===== config.mk =====
export PLATFORM = sky130hd
export DESIGN_NAME = fir_mac_sequencer
export DESIGN_NICKNAME = d
export VERILOG_FILES = /design/src/rtl/fir_mac_sequencer.sv
export SDC_FILE = /design/constraint.sdc
export NUM_CORES = 1
export LEC_CHECK = 0
export ABC_CLOCK_PERIOD_IN_PS = 2900
export CAP_MARGIN = 20
export CORE_MARGIN = 8
export CORE_UTILIZATION = 30
export DETAILED_ROUTE_END_ITERATION = 8
export PLACE_DENSITY = 0.58
export SYNTH_ARGS = -nofsm -noshare
export SYNTH_HDL_FRONTEND = slang
export SYNTH_SLANG_ARGS = --single-unit
export TNS_END_PERCENT = 30

===== constraint.sdc =====
create_clock -name clk -period 2.9 [get_ports clk]
set_input_delay 0.29 -clock clk [delete_from_list [all_inputs] [get_ports clk]]
set_output_delay 0.29 -clock clk [all_outputs]
set_load 0.05 [all_outputs]

===== src/rtl/fir_mac_sequencer.sv =====
// FIR front-end: sequences NTAPS delay-line/coefficient pairs into an external MAC, then scales and saturates the sum.
// One sample every NTAPS+4 cycles; sample_ready is low while a computation is in flight, so upstream must hold sample_valid.
module fir_mac_sequencer #(
   parameter int NTAPS      = 8,
   parameter int COEF_SHIFT = 15
) (
   input  logic                     clk,
   input  logic                     reset,
   input  logic signed [15:0]       sample_in,
   input  logic                     sample_valid,
   output logic                     sample_ready,
   input  logic                     coef_we,
   input  logic [$clog2(NTAPS)-1:0] coef_addr,
   input  logic signed [15:0]       coef_data,
   output logic signed [15:0]       mac_a,
   output logic signed [15:0]       mac_b,
   output logic                     mac_ce,
   output logic                     mac_rst,
   input  logic signed [31:0]       mac_result,
   output logic signed [15:0]       sample_out,
   output logic                     out_valid
);
   localparam int AW = $clog2(NTAPS);

   typedef enum logic [1:0] {IDLE, CLEAR, RUN, DRAIN} state_t;

   state_t               state, state_nxt;
   logic signed [15:0]   delay [NTAPS];
   logic signed [15:0]   coef  [NTAPS];
   logic [AW-1:0]        wr_ptr;
   logic [AW-1:0]        newest;
   logic [AW-1:0]        k;
   logic [AW-1:0]        rd_idx;
   logic signed [31:0]   shifted;
   logic signed [15:0]   y_sat;

   // Walk backwards in time from the newest sample; the power-of-two width does the wrap.
   assign rd_idx  = newest - k;
   assign shifted = mac_result >>> COEF_SHIFT;

   always_comb begin
      if (shifted > 32'sd32767)
         y_sat = 16'sh7FFF;
      else if (shifted < -32'sd32768)
         y_sat = 16'sh8000;
      else
         y_sat = shifted[15:0];
   end

   always_comb begin
      state_nxt = state;
      case (state)
         IDLE:  if (sample_valid) state_nxt = CLEAR;
         CLEAR: state_nxt = RUN;
         RUN:   if (k == AW'(NTAPS - 1)) state_nxt = DRAIN;
         DRAIN: if (k == AW'(1)) state_nxt = IDLE;
         default: state_nxt = IDLE;
      endcase
   end

   always_comb begin
      sample_ready = 1'b0;
      mac_ce       = 1'b0;
      mac_rst      = 1'b0;
      mac_a        = '0;
      mac_b        = '0;
      if (!reset) begin
         sample_ready = (state == IDLE);
         mac_rst      = (state != CLEAR);
         if (state == RUN) begin
            mac_ce = 1'b1;
            mac_a  = delay[rd_idx];
            mac_b  = coef[k];
         end
      end
   end

   always_ff @(posedge clk) begin
      if (reset) begin
         state      <= IDLE;
         wr_ptr     <= '0;
         newest     <= '0;
         k          <= '0;
         sample_out <= '0;
         out_valid  <= 1'b0;
         for (int i = 0; i < NTAPS; i++) begin
            delay[i] <= '0;
            coef[i]  <= '0;
         end
      end else begin
         state     <= state_nxt;
         out_valid <= 1'b0;
         // k is the tap index in RUN and the drain-cycle counter in DRAIN.
         if (state != state_nxt)
            k <= '0;
         else if (state == RUN || state == DRAIN)
            k <= k + 1'b1;
         if (state == IDLE && coef_we)
            coef[coef_addr] <= coef_data;
         if (state == IDLE && sample_valid) begin
            delay[wr_ptr] <= sample_in;
            newest        <= wr_ptr;
            wr_ptr        <= wr_ptr + 1'b1;
         end
         if (state == DRAIN && k == AW'(1)) begin
            sample_out <= y_sat;
            out_valid  <= 1'b1;
         end
      end
   end
endmodule


==> results of run 1 <==
[placed cells by master, fill, tap and decap left out, drive strengths merged, types with 3 or more instances in the layout]
cell type | Yosys | routed
buf | 27 | 63
clkinv | 0 | 9
and2 | 256 | 256
nor3 | 25 | 25
ha | 5 | 5
edfxtp | 256 | 256
clkdlybuf4s50 | 0 | 73
bufinv | 0 | 3
nand2 | 6 | 6
or2 | 16 | 16
xnor2 | 3 | 3
nor2 | 84 | 84
inv | 7 | 8
mux2i | 38 | 38
dfxtp | 31 | 31
a21oi | 4 | 4
maj3 | 15 | 15
nand2b | 4 | 4
clkbuf | 21 | 46
mux4 | 64 | 64
[Yosys cell counts (10+ instances only)]
master | instances | area, sq um
nor3_1 | 20 | 100
dfxtp_1 | 31 | 621
or2_2 | 16 | 100
edfxtp_1 | 256 | 7690
clkbuf_2 | 10 | 50.1
buf_2 | 15 | 75.1
clkbuf_1 | 11 | 41.3
mux4_2 | 64 | 1440
nor2_1 | 71 | 267
and2_1 | 256 | 1600
maj3_1 | 15 | 150
mux2i_1 | 38 | 380
[stage by stage]
step / utilization [%] / std cells / hold slack [ns]
final: 38.2 / 1610 / 0.254
after detailed placement: 35.4 / 1545 / 0.451
after global placement: 35.4 / 1545 / 0.445
after CTS: 38.3 / 1612 / 0.236
after floorplan: - / 875 / 0.426
after global routing: 38.2 / 1610 / 0.282
[worst max path at each step]
| stage | endpoint | slack [ns] |
|---|---|---|
| 3_3_place_gp | mac_a[5] | 0.28 |
| 6_report | mac_a[11] | -0.03 |
| 3_5_place_dp | mac_a[5] | 0.30 |
| 5_1_grt | mac_a[9] | -0.14 |
| 4_1_cts | mac_a[7] | -0.16 |
| 2_1_floorplan | mac_a[1] | 0.18 |
[where the power goes]
part | leakage (nW) | internal, mW | total (mW) | switching, mW
Sequential | 2.90 | 4.67 | 4.73 | 0.0587
Clock | 0.514 | 2.47 | 4.13 | 1.66
Combinational | 2.39 | 0.430 | 0.927 | 0.498
Total | 5.81 | 7.57 | 9.79 | 2.21
[cells by family after synthesis]
family                   count (synthesis)  share of synthesized area (%)
XOR/XNOR                                 5                          0.390
multiplexers                           102                           13.9
AO/OA/AOI/OAI                            6                          0.276
flip-flops                             287                           63.2
buffers and inverters                   55                           2.07
adder cells (fa/ha/maj)                 21                           1.77
AND/OR/NAND/NOR                        399                           18.5
[what timing repair did]
action,in CTS,in global routing
gates resized for setup,13,13
setup buffers,6,1
pin swaps,3,3
cloned,3,0
endpoints found under the setup margin,16,28
endpoints found under the hold margin,0,0
[cell type report]
cell class / count / area (sq um)
well taps: 585 / 732
clock inverters: 15 / 154
clock buffers: 43 / 906
repair buffers: 139 / 1740
flip-flops and latches: 287 / 8320
multi-input cells: 533 / 4630
fillers: 4074 / 26700
inverters: 7 / 26.3
diodes: 1 / 2.50
[sequential cells by signal (all words and copies together), names as in the netlist, named ones only]
signal,cells
wr_ptr,3
out_valid,1
coef,128
delay,128
newest,3
state,2
k,3
sample_out,16
[layer usage]
layer  GRT usage, %  share of wire, %  vias up
li1               -                 -     3427
met1           17.2                45     3752
met2           20.4                46      170
met3           3.58               6.7       42
met4           3.54               1.9        2
met5              0             0.050        -
==> impl_results.md, run 1 <==
- Status: finished with violations
- Failing checks: negative setup slack
- Max VDD drop: slightly below 0.3 mV
- Tmin final: slightly below 3 ns
- Io pins: ~120
- Mapped cell area: about 13,000 sq um
- Hold buffers post-CTS: 0
- Design area: around 17,000 sq um
- Die height: between 200 and 250 um
- Startpoint types: flop
- Initial drt markers: approximately 460
- Placed cell area: around 15,000 sq um
- Number of buffers and inverters on the critical path: 5
- Synth cell types: 37
- CP max stage delay: around 0.60 ns
- Slew Limit Fails: 0
- # setup viols final: 8
- R2R Path Start: state[0]
- Total GRT Usage: 12.9%
- Crit path kind: reg2out
- Critical Path RT: 2.61 ns
- Seq cells post-synth: roughly 290
- Sequential area share after synthesis: between 60% and 70%
- CP Launch Point: newest[0]
- Leak Pwr: about 5.8 nW
- DRT Pass-1 Iters: 4
- Hold Crit Endpoint: out_valid
- GPL Wtd Cong: 0.706
- Root Buffer: clkbuf_16
- Min-delay worst type: in2reg
- Post-Route WL: between 30 and 40 mm
- WHS Path Cells: 2
- Synth warn: 0
- Clk sink count: 287
- Reg2Reg Depth: 4
- Rows: 76
- Pin count of the biggest net entering global routing: 33
- Post-synth EDFFs: 256
- Initial antenna violation count: 2
- RSZ-0062 raised after global routing: true
- Clock-pin slew on the worst setup and hold paths: 0.06 ns
- Worst-Skew Late Latency: around 0.52 ns
- DRC Markers: 0
- Die area: 50,800 sq um
- CP delay by family, top: adder cells
- Final hold violations: 0
- GR Overflow Total: 0
- Final worst slack: -0.0329 ns
- Final Cycle Share: 101%
- Die width: about 230 um
- CP arrival: 2.64 ns
- Dpl ws: approximately 0.30 ns
- Via count: approximately 7,400
- Post-route setup TNS: -0.102 ns
- Cell mode on critical path: buf_12
- DP HPWL: 18.4 mm
- Max clock buf depth: 3
- P&R area growth vs syn: 25.5%
- WL/cell: 20.0 um
- Crit-path cells: inv_2 > ha_4 > inv_2 > fa_2 > buf_12 > buf_12 > mux4_2 > mux2i_1 > nor2_2 > buf_12
- Prevailing post-synth register cell: edfxtp_1
- Remaining antenna violation count after routing: 0
- H-tree Lvls: 2
- Worst setup EP type: output port
- Post-synth ARST share: 0%
- DR vias/cell: approximately 4.6
- CTS tree: yes
- Post-synth net total: around 950
- WP depth: 10
- Share of layout cells above drive strength 1: 22.9%
- Starting density of the core: approximately 30%
- Max cap viols: 0
- TritonCTS Buffers: 34
- Floorplan core area: 43,200 sq um
- Actual slew at the worst max-slew pin: around 0.67 ns
- Fmax: between 0.3 and 0.4 GHz
- Syn Inst Count: 875
- Reg2Reg Setup Slack: about 0.88 ns
- Final #Nets: about 1,100
- HP Start: reset
- Reg-to-reg endpoint: coef[1][6]
- Slew headroom: 55.5%
- PD cells: approximately 590 nW/um^2
- Vias in the first global route: around 8,000
- Global-route wire length before repair: roughly 49 mm
- Highest net fanout along the worst path: 8
- Critical Path Slowest Stage Cell: fa_2
- Fin Clk Skew: approximately 0.010 ns
- Final Power: about 9.8 mW
- IO buf count: 107
- Avg Cell Area, Syn: around 15 sq um
Note: power is estimated with default switching activity, not from simulation.
==> run 2, diff against run 1 <==
CORE_ASPECT_RATIO = 2   (was not set)
==> run 2 against run 1 <==
The run still ends with negative setup slack left; via count shrank 0.27%; total power shrank 7.0%; design area shrank 1.2%; highest routed layer unchanged; utilization shrank 0.65 points; largest power group unchanged; sequential share of layout area grew 0.62 points; combinational power grew 2.5%; first-iteration DRC count shrank 18%.
==> impl_results.md, run 2 (synthesis gave the netlist of run 1 again) <==
- CP Launch Point: newest[0] (unchanged)
- DRT Pass-1 Iters: 5 (was 4)
- P&R area growth vs syn: 24.0% (was 25.5%)
- Root Buffer: clkbuf_16 (unchanged)
- Vias in the first global route: 8,216 (was 7,993)
- Die height: 312 um (was 225 um)
- RSZ-0062 raised after global routing: true (unchanged)
- Max VDD drop: 0.524 mV (was 0.295 mV)
- # setup viols final: 4 (was 8)
- CP delay by family, top: adder cells (unchanged)
- Max cap viols: 0 (unchanged)
- HP Start: reset (unchanged)
- Biggest registers after layout: coef: 128 flops, delay: 128 flops, sample_out: 16 flops (unchanged)
- DR vias/cell: 4.69 (was 4.59)
- Startpoint types: flop (unchanged)
- WP depth: 10 (unchanged)
- Final hold violations: 0 (unchanged)
- TritonCTS Buffers: 27 (was 34)
- Min-delay worst type: in2reg (unchanged)
- Final Cycle Share: 101% (about the same)
- Remaining antenna violation count after routing: 0 (unchanged)
- Max clock buf depth: 3 (unchanged)
- Clk sink count: 287 (unchanged)
- Register area: 8310 sq um (was 8320 sq um)
- Post-Route WL: 32.6 mm (was 32.2 mm)
- Worst Hold Slack: 0.195 ns (was 0.254 ns)
- Final worst slack: -0.0431 ns (was -0.0329 ns)
- H-tree Lvls: 1 (was 2)
- WL/cell: 20.8 um (was 20.0 um)
- Filler cells: 4,098 (was 4,074)
- Pin count of the biggest net entering global routing: 33 (unchanged)
- N_diodes: 0 (was 1)
- Tmin final: 2.94 ns (was 2.93 ns)
- Placed cells: 1,516 (was 1,545)
- Most frequent cells in the layout: and2_1 (256), edfxtp_1 (256), clkdlybuf4s50_1 (73) (unchanged)
- Via count: 7,373 (was 7,393)
- Initial drt markers: 371 (was 455)
- Status: finished with violations (unchanged)
- Reg-to-reg endpoint: coef[0][5] (was coef[1][6])
- Actual slew at the worst max-slew pin: 0.750 ns (was 0.666 ns)
- Final #Nets: 1,079 (unchanged)
- CP max stage delay: 0.54 ns (was 0.60 ns)
- CTS tree: yes (unchanged)
- Failing checks: negative setup slack (unchanged)
- Crit path kind: reg2out (unchanged)
- Share of layout cells above drive strength 1: 22.9% (about the same)
- DRC Markers: 0 (unchanged)
- IO buf count: 107 (unchanged)
- Fmax: 0.340 GHz (was 0.341 GHz)
- Reg2Reg Setup Slack: 0.77 ns (was 0.88 ns)
- Leak Pwr: 5.74 nW (was 5.81 nW)
- Dpl ws: 0.141 ns (was 0.300 ns)
- Floorplan core area: 43,400 sq um (was 43,200 sq um)
- Die area: 51,200 sq um (was 50,800 sq um)
- GR Overflow Total: 0 (unchanged)
- Total GRT Usage: 12.9% (about the same)
- Crit-path cells: inv_2 > ha_4 > inv_2 > fa_2 > buf_6 > buf_12 > mux4_2 > mux2i_2 > nor2_2 > buf_12 (was inv_2 > ha_4 > inv_2 > fa_2 > buf_12 > buf_12 > mux4_2 > mux2i_1 > nor2_2 > buf_12)
- GPL Wtd Cong: 0.716 (was 0.706)
- Slew Limit Fails: 0 (unchanged)
- Initial antenna violation count: 1 (was 2)
- Critical Path Slowest Stage Cell: fa_2 (unchanged)
- DP HPWL: 21.0 mm (was 18.4 mm)
- Fin Clk Skew: 0.00574 ns (was 0.0103 ns)
- PD cells: 558 nW/um^2 (was 593 nW/um^2)
- Post-route insts no fill: 1,571 (was 1,610)
- WHS Path Cells: 2 (unchanged)
- Number of buffers and inverters on the critical path: 5 (unchanged)
- Post-route setup TNS: -0.111 ns (was -0.102 ns)
- Starting density of the core: 30.3% (was 30.5%)
- Die width: 164 um (was 225 um)
- Worst-Skew Late Latency: 0.54 ns (was 0.52 ns)
- Io pins: 123 (unchanged)
- R2R Path Start: state[0] (unchanged)
- Reg2Reg Depth: 4 (unchanged)
- Highest net fanout along the worst path: 8 (unchanged)
- CP arrival: 2.65 ns (was 2.64 ns)
- Slew headroom: 49.9% (was 55.5%)
- Critical Path RT: 2.61 ns (about the same)
- Multi-input logic area: 4640 sq um (was 4630 sq um)
- Rows: 108 (was 76)
- Clock-pin slew on the worst setup and hold paths: 0.06 ns (about the same)
- Global-route wire length before repair: 49.5 mm (about the same)
- Critical Path Sink: mac_a[2] (was mac_a[11])
- Hold buffers post-CTS: 0 (unchanged)
- Worst setup EP type: output port (unchanged)
==> run 2: power by group <==
| part | leakage, nW | internal (mW) | switching [mW] |
|---|---|---|---|
| registers | 2.90 | 4.67 | 0.0589 |
| clock network | 0.405 | 1.89 | 1.54 |
| logic | 2.43 | 0.449 | 0.502 |
==> run 2: cell type report <==
type,instances,area share [%]
Clock buffer,32,4.26
Clock inverter,16,0.837
Inverter,7,0.161
Multi-Input combinational cell,533,28.4
Sequential cell,287,51.0
Tap cell,550,4.22
Timing Repair Buffer,146,11.1
==> run 2: how the worst min path moves through the flow <==
| stage | endpoint |
|---|---|
| floorplan | sample_out[15] |
| CTS | newest[2] |
| detailed placement | sample_out[15] |
| global route | newest[2] |
| global placement | sample_out[15] |
| finish | newest[2] |
==> run 2: worst register-to-register path: stages (launching register included) <==
cell	delay (ns)
dfxtp_1	0.45
nor3_4	0.43
nand3b_4	0.20
nor3_4	0.17
or2_2	0.50
==> run 2: what timing repair did <==
action / in CTS / in global routing
endpoints found under the setup margin: 17 / 16
pin swaps: 6 / 6
setup buffers: 5 / 0
resized for setup: 16 / 8
hold endpoints to repair: 0 / 0
cloned: 3 / 0
==> run 2: layer usage <==
metal	part of all wire (%)	wire length, um	track usage (%)	vias to the layer above
met2	57	18800	25.7	162
li1	-	-	-	3423
met4	2.4	791	4.15	2
met1	36	11700	13.2	3735
met5	0.037	12	0	-
met3	4.1	1350	1.86	51
==> run 2: stage by stage <==
stage | area (sq um) | total power [mW] | utilization [%]
after global routing | 16300 | 9.41 | 37.6
after floorplan | 13100 | 5.33 | -
final | 16300 | 9.10 | 37.6
after global placement | 15300 | 5.70 | 35.2
after detailed placement | 15300 | 5.72 | 35.2
after CTS | 16300 | 9.21 | 37.5
==> run 3, diff against run 2 <==
CTS_CLUSTER_SIZE = 16   (was not set)
==> results of run 3 <==
No change in the layout: final DEF, timing and power equal those of run 2.
